File: config.mk
export PLATFORM = sky130hd
export DESIGN_NAME = multi_port_regfile_flat
export DESIGN_NICKNAME = d
export VERILOG_FILES = /design/src/rtl/multi_port_regfile_if.sv /design/src/rtl/multi_port_regfile.sv /design/src/flat_wrapper.sv
export SDC_FILE = /design/constraint.sdc
export NUM_CORES = 1
export LEC_CHECK = 0
export ABC_AREA = 1
export CAP_MARGIN = 25
export CELL_PAD_IN_SITES_DETAIL_PLACEMENT = 1
export CELL_PAD_IN_SITES_GLOBAL_PLACEMENT = 2
export CORE_MARGIN = 5
export CORE_UTILIZATION = 35
export CTS_CLUSTER_SIZE = 25
export DETAILED_ROUTE_END_ITERATION = 6
export PLACE_DENSITY_LB_ADDON = 0.25
export SLEW_MARGIN = 40
export SYNTH_ARGS = -nofsm -noshare
export SYNTH_HDL_FRONTEND = slang
export SYNTH_SLANG_ARGS = --single-unit
File: constraint.sdc
create_clock -name clk -period 5 [get_ports clk]
set_clock_uncertainty 0.05 [all_clocks]
set_input_delay 1 -clock clk [delete_from_list [all_inputs] [get_ports clk]]
set_output_delay 1 -clock clk [all_outputs]
set_load 0.1 [all_outputs]
File: src/rtl/multi_port_regfile_if.sv
// Register-file access bundle: write ports, read ports and clear-sweep control.
interface multi_port_regfile_if #(
   parameter int unsigned BUS_WIDTH = 8,
   parameter int unsigned DEPTH     = 8,
   parameter int unsigned N_WR      = 2,
   parameter int unsigned N_RD      = 2
);
   localparam int unsigned AW = (DEPTH > 1) ? $clog2(DEPTH) : 1;

   logic [N_WR-1:0]           we;
   logic [N_WR*AW-1:0]        wr_addr;
   logic [N_WR*BUS_WIDTH-1:0] wr_data;
   logic [N_RD-1:0]           re;
   logic [N_RD*AW-1:0]        rd_addr;
   logic [N_RD*BUS_WIDTH-1:0] rd_data;
   logic                      clr;
   logic                      clr_busy;

   modport master (
      output we, wr_addr, wr_data, re, rd_addr, clr,
      input  rd_data, clr_busy
   );

   modport slave (
      input  we, wr_addr, wr_data, re, rd_addr, clr,
      output rd_data, clr_busy
   );
endinterface

File: src/rtl/multi_port_regfile.sv
// Multi-port register file with optional zero register, write-to-read bypass
// and a one-entry-per-cycle clear sweep.
module multi_port_regfile #(
   parameter int unsigned BUS_WIDTH = 8,
   parameter int unsigned DEPTH     = 8,
   parameter int unsigned N_WR      = 2,
   parameter int unsigned N_RD      = 2,
   parameter bit          ZERO_REG  = 1'b1,
   parameter bit          BYPASS    = 1'b1
) (
   input  logic                clk,
   input  logic                rst_n,
   multi_port_regfile_if.slave bus
);
   localparam int unsigned AW = (DEPTH > 1) ? $clog2(DEPTH) : 1;

   typedef enum logic {IDLE, CLEAR} state_t;

   state_t                                state;
   logic [AW-1:0]                         ptr;
   logic                                  busy_q;
   logic [BUS_WIDTH-1:0]                  mem [DEPTH];
   logic [N_RD*BUS_WIDTH-1:0]             rd_q;

   logic [N_WR-1:0]                       wr_ok_c;
   logic [N_WR-1:0][AW-1:0]               wa_c;
   logic [N_WR-1:0][BUS_WIDTH-1:0]        wd_c;
   logic [N_RD-1:0][AW-1:0]               ra_c;
   logic [N_RD-1:0][BUS_WIDTH-1:0]        rd_next_c;

   // Entry exists (guards non-power-of-2 depths).
   function automatic logic addr_ok(input logic [AW-1:0] a);
      return 32'(a) < DEPTH;
   endfunction

   // Entry 0 reads as zero and ignores writes when hardwired.
   function automatic logic is_zero_reg(input logic [AW-1:0] a);
      return ZERO_REG && (a == '0);
   endfunction

   // Qualify writes: only in IDLE, only to real, writable entries.
   always_comb begin
      wr_ok_c = '0;
      wa_c    = '0;
      wd_c    = '0;
      for (int i = 0; i < N_WR; i++) begin
         wa_c[i]    = bus.wr_addr[i*AW +: AW];
         wd_c[i]    = bus.wr_data[i*BUS_WIDTH +: BUS_WIDTH];
         wr_ok_c[i] = bus.we[i] && (state == IDLE) && addr_ok(wa_c[i]) &&
                      !is_zero_reg(wa_c[i]);
      end
   end

   // Read data selection; later write ports win the bypass match.
   always_comb begin
      ra_c      = '0;
      rd_next_c = '0;
      for (int j = 0; j < N_RD; j++) begin
         ra_c[j] = bus.rd_addr[j*AW +: AW];
         if (addr_ok(ra_c[j]) && !is_zero_reg(ra_c[j])) begin
            rd_next_c[j] = mem[ra_c[j]];
            if (BYPASS) begin
               for (int i = 0; i < N_WR; i++) begin
                  if (wr_ok_c[i] && (wa_c[i] == ra_c[j])) rd_next_c[j] = wd_c[i];
               end
            end
         end
      end
   end

   // Clear-sweep FSM: ascending pointer, stops at the last entry.
   always_ff @(posedge clk or negedge rst_n) begin
      if (!rst_n) begin
         state  <= IDLE;
         ptr    <= '0;
         busy_q <= 1'b0;
      end else begin
         case (state)
            IDLE: begin
               if (bus.clr) begin
                  state  <= CLEAR;
                  ptr    <= '0;
                  busy_q <= 1'b1;
               end
            end
            CLEAR: begin
               if (ptr == AW'(DEPTH - 1)) begin
                  state  <= IDLE;
                  ptr    <= '0;
                  busy_q <= 1'b0;
               end else begin
                  ptr <= ptr + AW'(1);
               end
            end
            default: begin
               state  <= IDLE;
               ptr    <= '0;
               busy_q <= 1'b0;
            end
         endcase
      end
   end

   // Storage: sweep zeroes one entry per cycle, otherwise apply qualified writes.
   always_ff @(posedge clk or negedge rst_n) begin
      if (!rst_n) begin
         for (int k = 0; k < DEPTH; k++) mem[k] <= '0;
      end else if (state == CLEAR) begin
         mem[ptr] <= '0;
      end else begin
         for (int i = 0; i < N_WR; i++) begin
            if (wr_ok_c[i]) mem[wa_c[i]] <= wd_c[i];
         end
      end
   end

   // Registered read ports; a disabled port holds its last value.
   always_ff @(posedge clk or negedge rst_n) begin
      if (!rst_n) begin
         rd_q <= '0;
      end else begin
         for (int j = 0; j < N_RD; j++) begin
            if (bus.re[j]) rd_q[j*BUS_WIDTH +: BUS_WIDTH] <= rd_next_c[j];
         end
      end
   end

   assign bus.rd_data  = rd_q;
   assign bus.clr_busy = busy_q;

endmodule

File: src/flat_wrapper.sv
// flat-port wrapper written by rule: the top's interface ports become plain ports
module multi_port_regfile_flat 
#(
   parameter int unsigned BUS_WIDTH = 8,
   parameter int unsigned DEPTH     = 8,
   parameter int unsigned N_WR      = 2,
   parameter int unsigned N_RD      = 2,
   parameter bit          ZERO_REG  = 1'b1,
   parameter bit          BYPASS    = 1'b1
)
  (clk, rst_n, bus_we, bus_wr_addr, bus_wr_data, bus_re, bus_rd_addr, bus_clr, bus_rd_data, bus_clr_busy);
  multi_port_regfile_if #(.BUS_WIDTH(BUS_WIDTH), .DEPTH(DEPTH), .N_WR(N_WR), .N_RD(N_RD)) bus_i ();
  input  logic clk;
  input  logic rst_n;
  input wire logic [$bits(bus_i.we)-1:0] bus_we;
  input wire logic [$bits(bus_i.wr_addr)-1:0] bus_wr_addr;
  input wire logic [$bits(bus_i.wr_data)-1:0] bus_wr_data;
  input wire logic [$bits(bus_i.re)-1:0] bus_re;
  input wire logic [$bits(bus_i.rd_addr)-1:0] bus_rd_addr;
  input wire logic [$bits(bus_i.clr)-1:0] bus_clr;
  output wire logic [$bits(bus_i.rd_data)-1:0] bus_rd_data;
  output wire logic [$bits(bus_i.clr_busy)-1:0] bus_clr_busy;
  assign bus_i.we = bus_we;
  assign bus_i.wr_addr = bus_wr_addr;
  assign bus_i.wr_data = bus_wr_data;
  assign bus_i.re = bus_re;
  assign bus_i.rd_addr = bus_rd_addr;
  assign bus_i.clr = bus_clr;
  assign bus_rd_data = bus_i.rd_data;
  assign bus_clr_busy = bus_i.clr_busy;
  multi_port_regfile #(.BUS_WIDTH(BUS_WIDTH), .DEPTH(DEPTH), .N_WR(N_WR), .N_RD(N_RD), .ZERO_REG(ZERO_REG), .BYPASS(BYPASS)) u_core (.clk(clk), .rst_n(rst_n), .bus(bus_i));
endmodule
# ---- Word-level counts from Yosys, hierarchy flattened
# Cells that the tools add are included.
# W data, S select, Z words.
dict set report word_totals {
  register_bits 85
  latchBits 0
  ram_bits 0
  mem_bits_ro 0
  inputBits 35
  output_inout_bits 17
  elab_cells 88
  memories 0
}
dict set report op_classes {
  addsub 1
  mul 0
  n_div 0
  magnitude_cmp 8
  eq_ne 7
  n_shift 0
  mux 33
  n_bitwise 8
  reduce_logical 18
}
# op n
set ops {}
lappend ops {{$mux W64} 4}
lappend ops {{$bwmux W64} 2}
lappend ops {{$mux W8} 13}
lappend ops {{$demux W8 S3} 3}
lappend ops {{$and A64 B64 Y64} 1}
lappend ops {{$not A64 Y64} 1}
lappend ops {{$bmux W8 S3} 2}
lappend ops {{$ge A4 B4 Y1 const B} 5}
lappend ops {{$not A3 Y4} 5}
lappend ops {{$eq A3 B3 Y1} 4}
lappend ops {{$logic_not A3 Y1} 4}
lappend ops {{$lt A4 B1 Y1 const B} 3}
lappend ops {{$logic_and A1 B1 Y1} 11}
lappend ops {{$mux W3} 2}
lappend ops {{$pmux W3 S2} 1}
lappend ops {{$mux W1} 4}
lappend ops {{$ne A2 B2 Y1 const B} 2}
lappend ops {{$pmux W1 S2} 2}
lappend ops {{$add A3 B1 Y3 const B} 1}
lappend ops {{$eq A3 B3 Y1 const B} 1}
lappend ops {{$logic_not A1 Y1} 2}
lappend ops {{$reduce_and A2 Y1} 1}
lappend ops {{$not A1 Y1} 1}

# ---- Depth between registers and ports, before layout
dict set report logic_depth {
  ltp_word 11
  ltp_mapped 13
  depth_no_buf 11
}

# ---- Worst setup path after synthesis
# Ideal clock, no wire load.
dict set report synth_path {
  path_type {input port to flip-flop}
  start {input port bus_wr_addr[4]}
  end {register u_core.mem[30] in the netlist's numbering}
  setup_time_ns 0.120
  arrival_ns 2.170
  t_required_ns 4.830
  path_slack_ns 2.659
  path_stages 7
  path_buffers 2
  cell_sequence {buf_2 -> or2_2 -> nor3_2 -> buf_4 -> a21oi_1 -> o21ai_1 -> nand2_1}
}
dict set report synth_via {
  elab_chain_cells 8
  word_cells_on_any_way 12
  cone_classes {order compare: 2; mux: 5; bitwise: 1; reduce/logical: 4}
}
# element line
set synth_lines {}
lappend synth_lines {{start: declaration} flat_wrapper.sv:16} ;# input wire logic [$bits(bus_i.wr_addr)-1:0] bus_wr_addr;
lappend synth_lines {{$not A3 Y4 (not written as such)} multi_port_regfile.sv:112} ;# if (wr_ok_c[i]) mem[wa_c[i]] <= wd_c[i];
lappend synth_lines {{$ge A4 B4 Y1 (not written as such) / $lt A4 B1 Y1 (equally long branches)} multi_port_regfile.sv:112}
lappend synth_lines {{$logic_and A1 B1 Y1 (not written as such)} multi_port_regfile.sv:112}
lappend synth_lines {{$mux W8 (not written as such)} multi_port_regfile.sv:112}
lappend synth_lines {{$demux W8 S3} multi_port_regfile.sv:112}
lappend synth_lines {{$bwmux W64} multi_port_regfile.sv:112}
lappend synth_lines {{$mux W64 *} multi_port_regfile.sv:112}
lappend synth_lines {{$mux W64 *} multi_port_regfile.sv:108} ;# end else if (state == CLEAR) begin
lappend synth_lines {{end signal: indexed assignment} multi_port_regfile.sv:112}
lappend synth_lines {{end: declaration} multi_port_regfile.sv:22} ;# logic [BUS_WIDTH-1:0] mem [DEPTH];
# Every way passes the cells marked *; elsewhere a longest branch is shown, timed or not.
# A chain may end at the register's enable or synchronous reset.

# ---- Worst setup path in the final report
dict set report layout_path {
  start {input port bus_rd_addr[4]}
  end {register u_core.rd_q[14], in the netlist u_core.bus.rd_data[14]}
}
dict set report layout_via {
  elab_chain_cells 7
  word_cells_on_any_way 12
  cone_classes {eq/ne: 2; mux: 6; bitwise: 1; reduce/logical: 3}
}
# element line
set layout_lines {}
lappend layout_lines {{start: declaration} flat_wrapper.sv:19} ;# input wire logic [$bits(bus_i.rd_addr)-1:0] bus_rd_addr;
lappend layout_lines {{$not A3 Y4 (not written as such)} multi_port_regfile.sv:61} ;# rd_next_c[j] = mem[ra_c[j]];
lappend layout_lines {{$bmux W8 S3} multi_port_regfile.sv:61}
lappend layout_lines {{$mux W8 (not written as such) (2 in series)} multi_port_regfile.sv:61}
lappend layout_lines {{$mux W8 (2 in series)} multi_port_regfile.sv:64} ;# if (wr_ok_c[i] && (wa_c[i] == ra_c[j])) rd_next_c[j] = wd_c[i];
lappend layout_lines {{$mux W8 *} multi_port_regfile.sv:60} ;# if (addr_ok(ra_c[j]) && !is_zero_reg(ra_c[j])) begin
lappend layout_lines {{end signal: indexed assignment} multi_port_regfile.sv:123} ;# if (bus.re[j]) rd_q[j*BUS_WIDTH +: BUS_WIDTH] <= rd_next_c[j];
lappend layout_lines {{end: declaration} multi_port_regfile.sv:23} ;# logic [N_RD*BUS_WIDTH-1:0] rd_q;
# Every way passes the cells marked *; elsewhere a longest branch is shown, timed or not. The select of a mux whose other input is x is not followed.

==> metrics.yaml <==
detailed_routing:
  vias: 6797
  ant_nets: 0
  wl_mm: 27.19
  first_pass_iters: 5
  drt-initial-drc-count: 549
  drcViolationCount: 0
  wl_per_cell_um: 22.25
  via_per_inst: 5.562
synthesis:
  synth_top_area_cell: "dfrtp_1"
  syn-cell-area_um2: 6332
  yosysSeqAreaShare: 0.3359
  synthFlopType: "dfrtp_1"
  syn_avg_cell_area_um2: 6.501
  ys_async_sr_fraction: 1.000
  ys.warnings.count: 0
  synthCells: 974
  ys_seq_elements: 85
  synth_edf_count: 0
  synthTopCellsByArea: "dfrtp_1 (34%), nand2_1 (21%), nand3_1 (6.5%)"
  ys_types: 36
  synth_nets: 1011
  post-synth-top-area-fraction: 0.3359
global_routing:
  gr-usage-met3: 0.02282
  grt_max_degree: 55
  gr-total-overflow: 0
  use_met2: 0.4140
  grt_pass1_vias: 6616
  antenna_found_initial: 0
  grt_usage: 0.2668
  use_met1: 0.3909
  grt.busiest_layer: "met2"
  grt_first_pass_wirelength_mm: 41.04
finish:
  syn_to_final_growth_pct: 12.94
  mostFrequentLayoutCells: "nand2_1 (346), inv_1 (99), dfrtp_1 (85), nand3_1 (82), a21oi_1 (69)"
  drive_above_1_share: 0.07452
  nets: 1025
  antenna_cells: 0
  num-fill-cells: 2331
  final_common_cell: "nand2_1"
cts:
  clk-insertion-delay-late_ps: 360
  cts_setup_buffers: 0
  root_buffer: "clkbuf_16"
  ctsHoldBuffers: 0
  cts_inserted_buffers: 9
  cts_resized: 0
  htree_levels: 3
  cts.path.max_buffers: 2
  cts_tree: "yes"
  clk_pin_slew_worst_paths_ps: 70
  numClockSinks: 85
sta:
  tns_ps: 0
  min_period_over_period: 0.6670
  finalSetupViolCount: 0
  final_hold_viol_count: 0
  post-route-min-period_ps: 3335
  maxSlewViolCount: 0
  max_freq_ghz: 0.2998
  maxSlewHeadroom: 0.4405
  tightest_slew_ps: 836.6
  setup_slack_ps: 1665
  rsz0062_at_grt: "false"
die:
  placeableCoreArea_um2: 17900
  die_w_um: 144.5
  io-pin-count: 52
  rows: 49
  dieArea_um2: 20880
  initial_core_util: 0.3537
  die_y_um: 144.5
worst_setup_path:
  timing.rr.end: "u_core.mem[9]$_DFF_PN0_"
  required_ps: 5200
  worst-path-max-fanout: 18
  crit_arrival_ps: 3530
  crit_type: "input pin to register"
  r2r_cells: 8
  rrSetupSlack_ps: 2460
  reg2reg_from: "u_core.state$_DFF_PN0_"
  cp-start-kind: "input pin"
  crit_path_end_kind: "register"
worst_hold_path:
  holdPathStages: 2
  min_from: "u_core.bus.rd_data[12]$_DFFE_PN0P_"
  hold_end: "u_core.bus.rd_data[12]$_DFFE_PN0P_"
  holdCritPathClass: "register to register"
power:
  power_density_nw_per_um2: 495.9
  power.switching_mw: 1.758
  leakagePower_nw: 3.583
  share_comb_of_total_power: 0.474
  p_sw_frac: 0.4956
  seq_power_share: 0.328
  peakVddDrop_uv: 280.9
  intPower_mw: 1.789
  pwr-share-clk: 0.198
placed_design:
  place_congestion: 0.9270
  hpwl_mm: 19.46
  detailedPlace.worstSlack_ps: 1409
  port_buffers: 51
run_status:
  status: "finished, final reports clean"
flow_run:
  cap_violations: 0
==> through the flow <==
stage          total power [mW]  instances  hold slack [ps]  area (um2)    util
2_1_floorplan             2.287        974            398.9        6332       -
5_1_grt                   3.798       1222            456.7        7152  0.3995
6_report                  3.546       1222            427.8        7152  0.3995
3_3_place_gp              2.823       1206            411.0        6893  0.3850
4_1_cts                   3.562       1222            431.7        7148  0.3993
3_5_place_dp              2.852       1206            413.4        6857  0.3830
==> worst max path at each step <==
stage / from / end / slack, ps / depth (start not counted)
2_1_floorplan: bus_wr_addr[4] / u_core.mem[30]$_DFF_PN0_ / 2660 / 7
3_3_place_gp: bus_rd_addr[1] / u_core.bus.rd_data[6]$_DFFE_PN0P_ / 1380 / 12
3_5_place_dp: bus_rd_addr[4] / u_core.bus.rd_data[15]$_DFFE_PN0P_ / 1410 / 12
4_1_cts: bus_rd_addr[4] / u_core.bus.rd_data[14]$_DFFE_PN0P_ / 1760 / 12
5_1_grt: bus_rd_addr[4] / u_core.bus.rd_data[14]$_DFFE_PN0P_ / 1530 / 12
6_report: bus_rd_addr[4] / u_core.bus.rd_data[14]$_DFFE_PN0P_ / 1660 / 12
==> kinds of logic (layout without fill, tap and decap cells) <==
| kind of cell | count (synthesis) | after routing | synth area share |
|---|---|---|---|
| AO/OA/AOI/OAI | 239 | 239 | 0.2102 |
| flip-flops | 85 | 85 | 0.3359 |
| XOR/XNOR | 8 | 8 | 0.01107 |
| AND/OR/NAND/NOR | 475 | 475 | 0.3288 |
| adder cells (fa/ha/maj) | 2 | 2 | 0.003951 |
| buffers and inverters | 165 | 184 | 0.1101 |
==> worst max-delay path, stage by stage <==
cell             delay [ps]
clkdlybuf4s50_1         830
clkinv_1                690
nor2_1                  420
nand3_1                 120
nand2_1                  80
inv_1                    40
nand2_1                  60
nand2_1                  50
nand3_1                  60
nand2_1                  60
nand2_1                  50
nand2_1                  60
==> power groups by stage <==
| stage | registers [mW] | logic [mW] | clock network, mW |
|---|---|---|---|
| 4_1_cts | 1.16 | 1.68 | 0.716 |
| 3_5_place_dp | 1.17 | 1.68 | 0 |
| 6_report | 1.16 | 1.68 | 0.703 |
| 3_3_place_gp | 1.17 | 1.65 | 0 |
| 2_1_floorplan | 1.31 | 0.975 | 0 |
| 5_1_grt | 1.19 | 1.86 | 0.749 |
==> registers in the layout, indices dropped and copies added, names as in the netlist <==
name	count
u_core.bus.rd_data	16
u_core.mem	64
u_core.bus.clr_busy	1
u_core.state	1
u_core.ptr	3
==> synth_stat cells, types with 3 or more instances <==
cell / number
a21oi_1: 69
buf_2: 17
buf_4: 3
buf_6: 5
clkbuf_1: 28
clkinv_1: 5
dfrtp_1: 85
inv_1: 99
inv_2: 4
nand2_1: 346
nand2_4: 3
nand3_1: 82
nand4_1: 8
nor2_1: 19
nor2_4: 3
nor2_8: 3
nor3_2: 3
nor3_4: 3
o211ai_1: 39
o21ai_0: 60
o21ai_1: 48
o21ai_2: 3
o22ai_1: 17
xnor2_1: 7
==> cell type report <==
class	count	area, um2	share of cell area
Clock buffer	11	232.7	0.03254
Sequential cell	85	2127	0.2974
Timing Repair Buffer	57	461.7	0.06456
Inverter	111	422.9	0.05913
Multi-Input combinational cell	724	3562	0.4981
Clock inverter	5	58.81	0.008223
Tap cell	229	286.5	0.04006
==> routing by layer <==
metal  wire length, um  up-vias
li1                  -     3215
met1             12840     3343
met2             12040      208
met3              1581       31
met4               739        0
met5                 0        -
(Power assumes the default switching activity.)
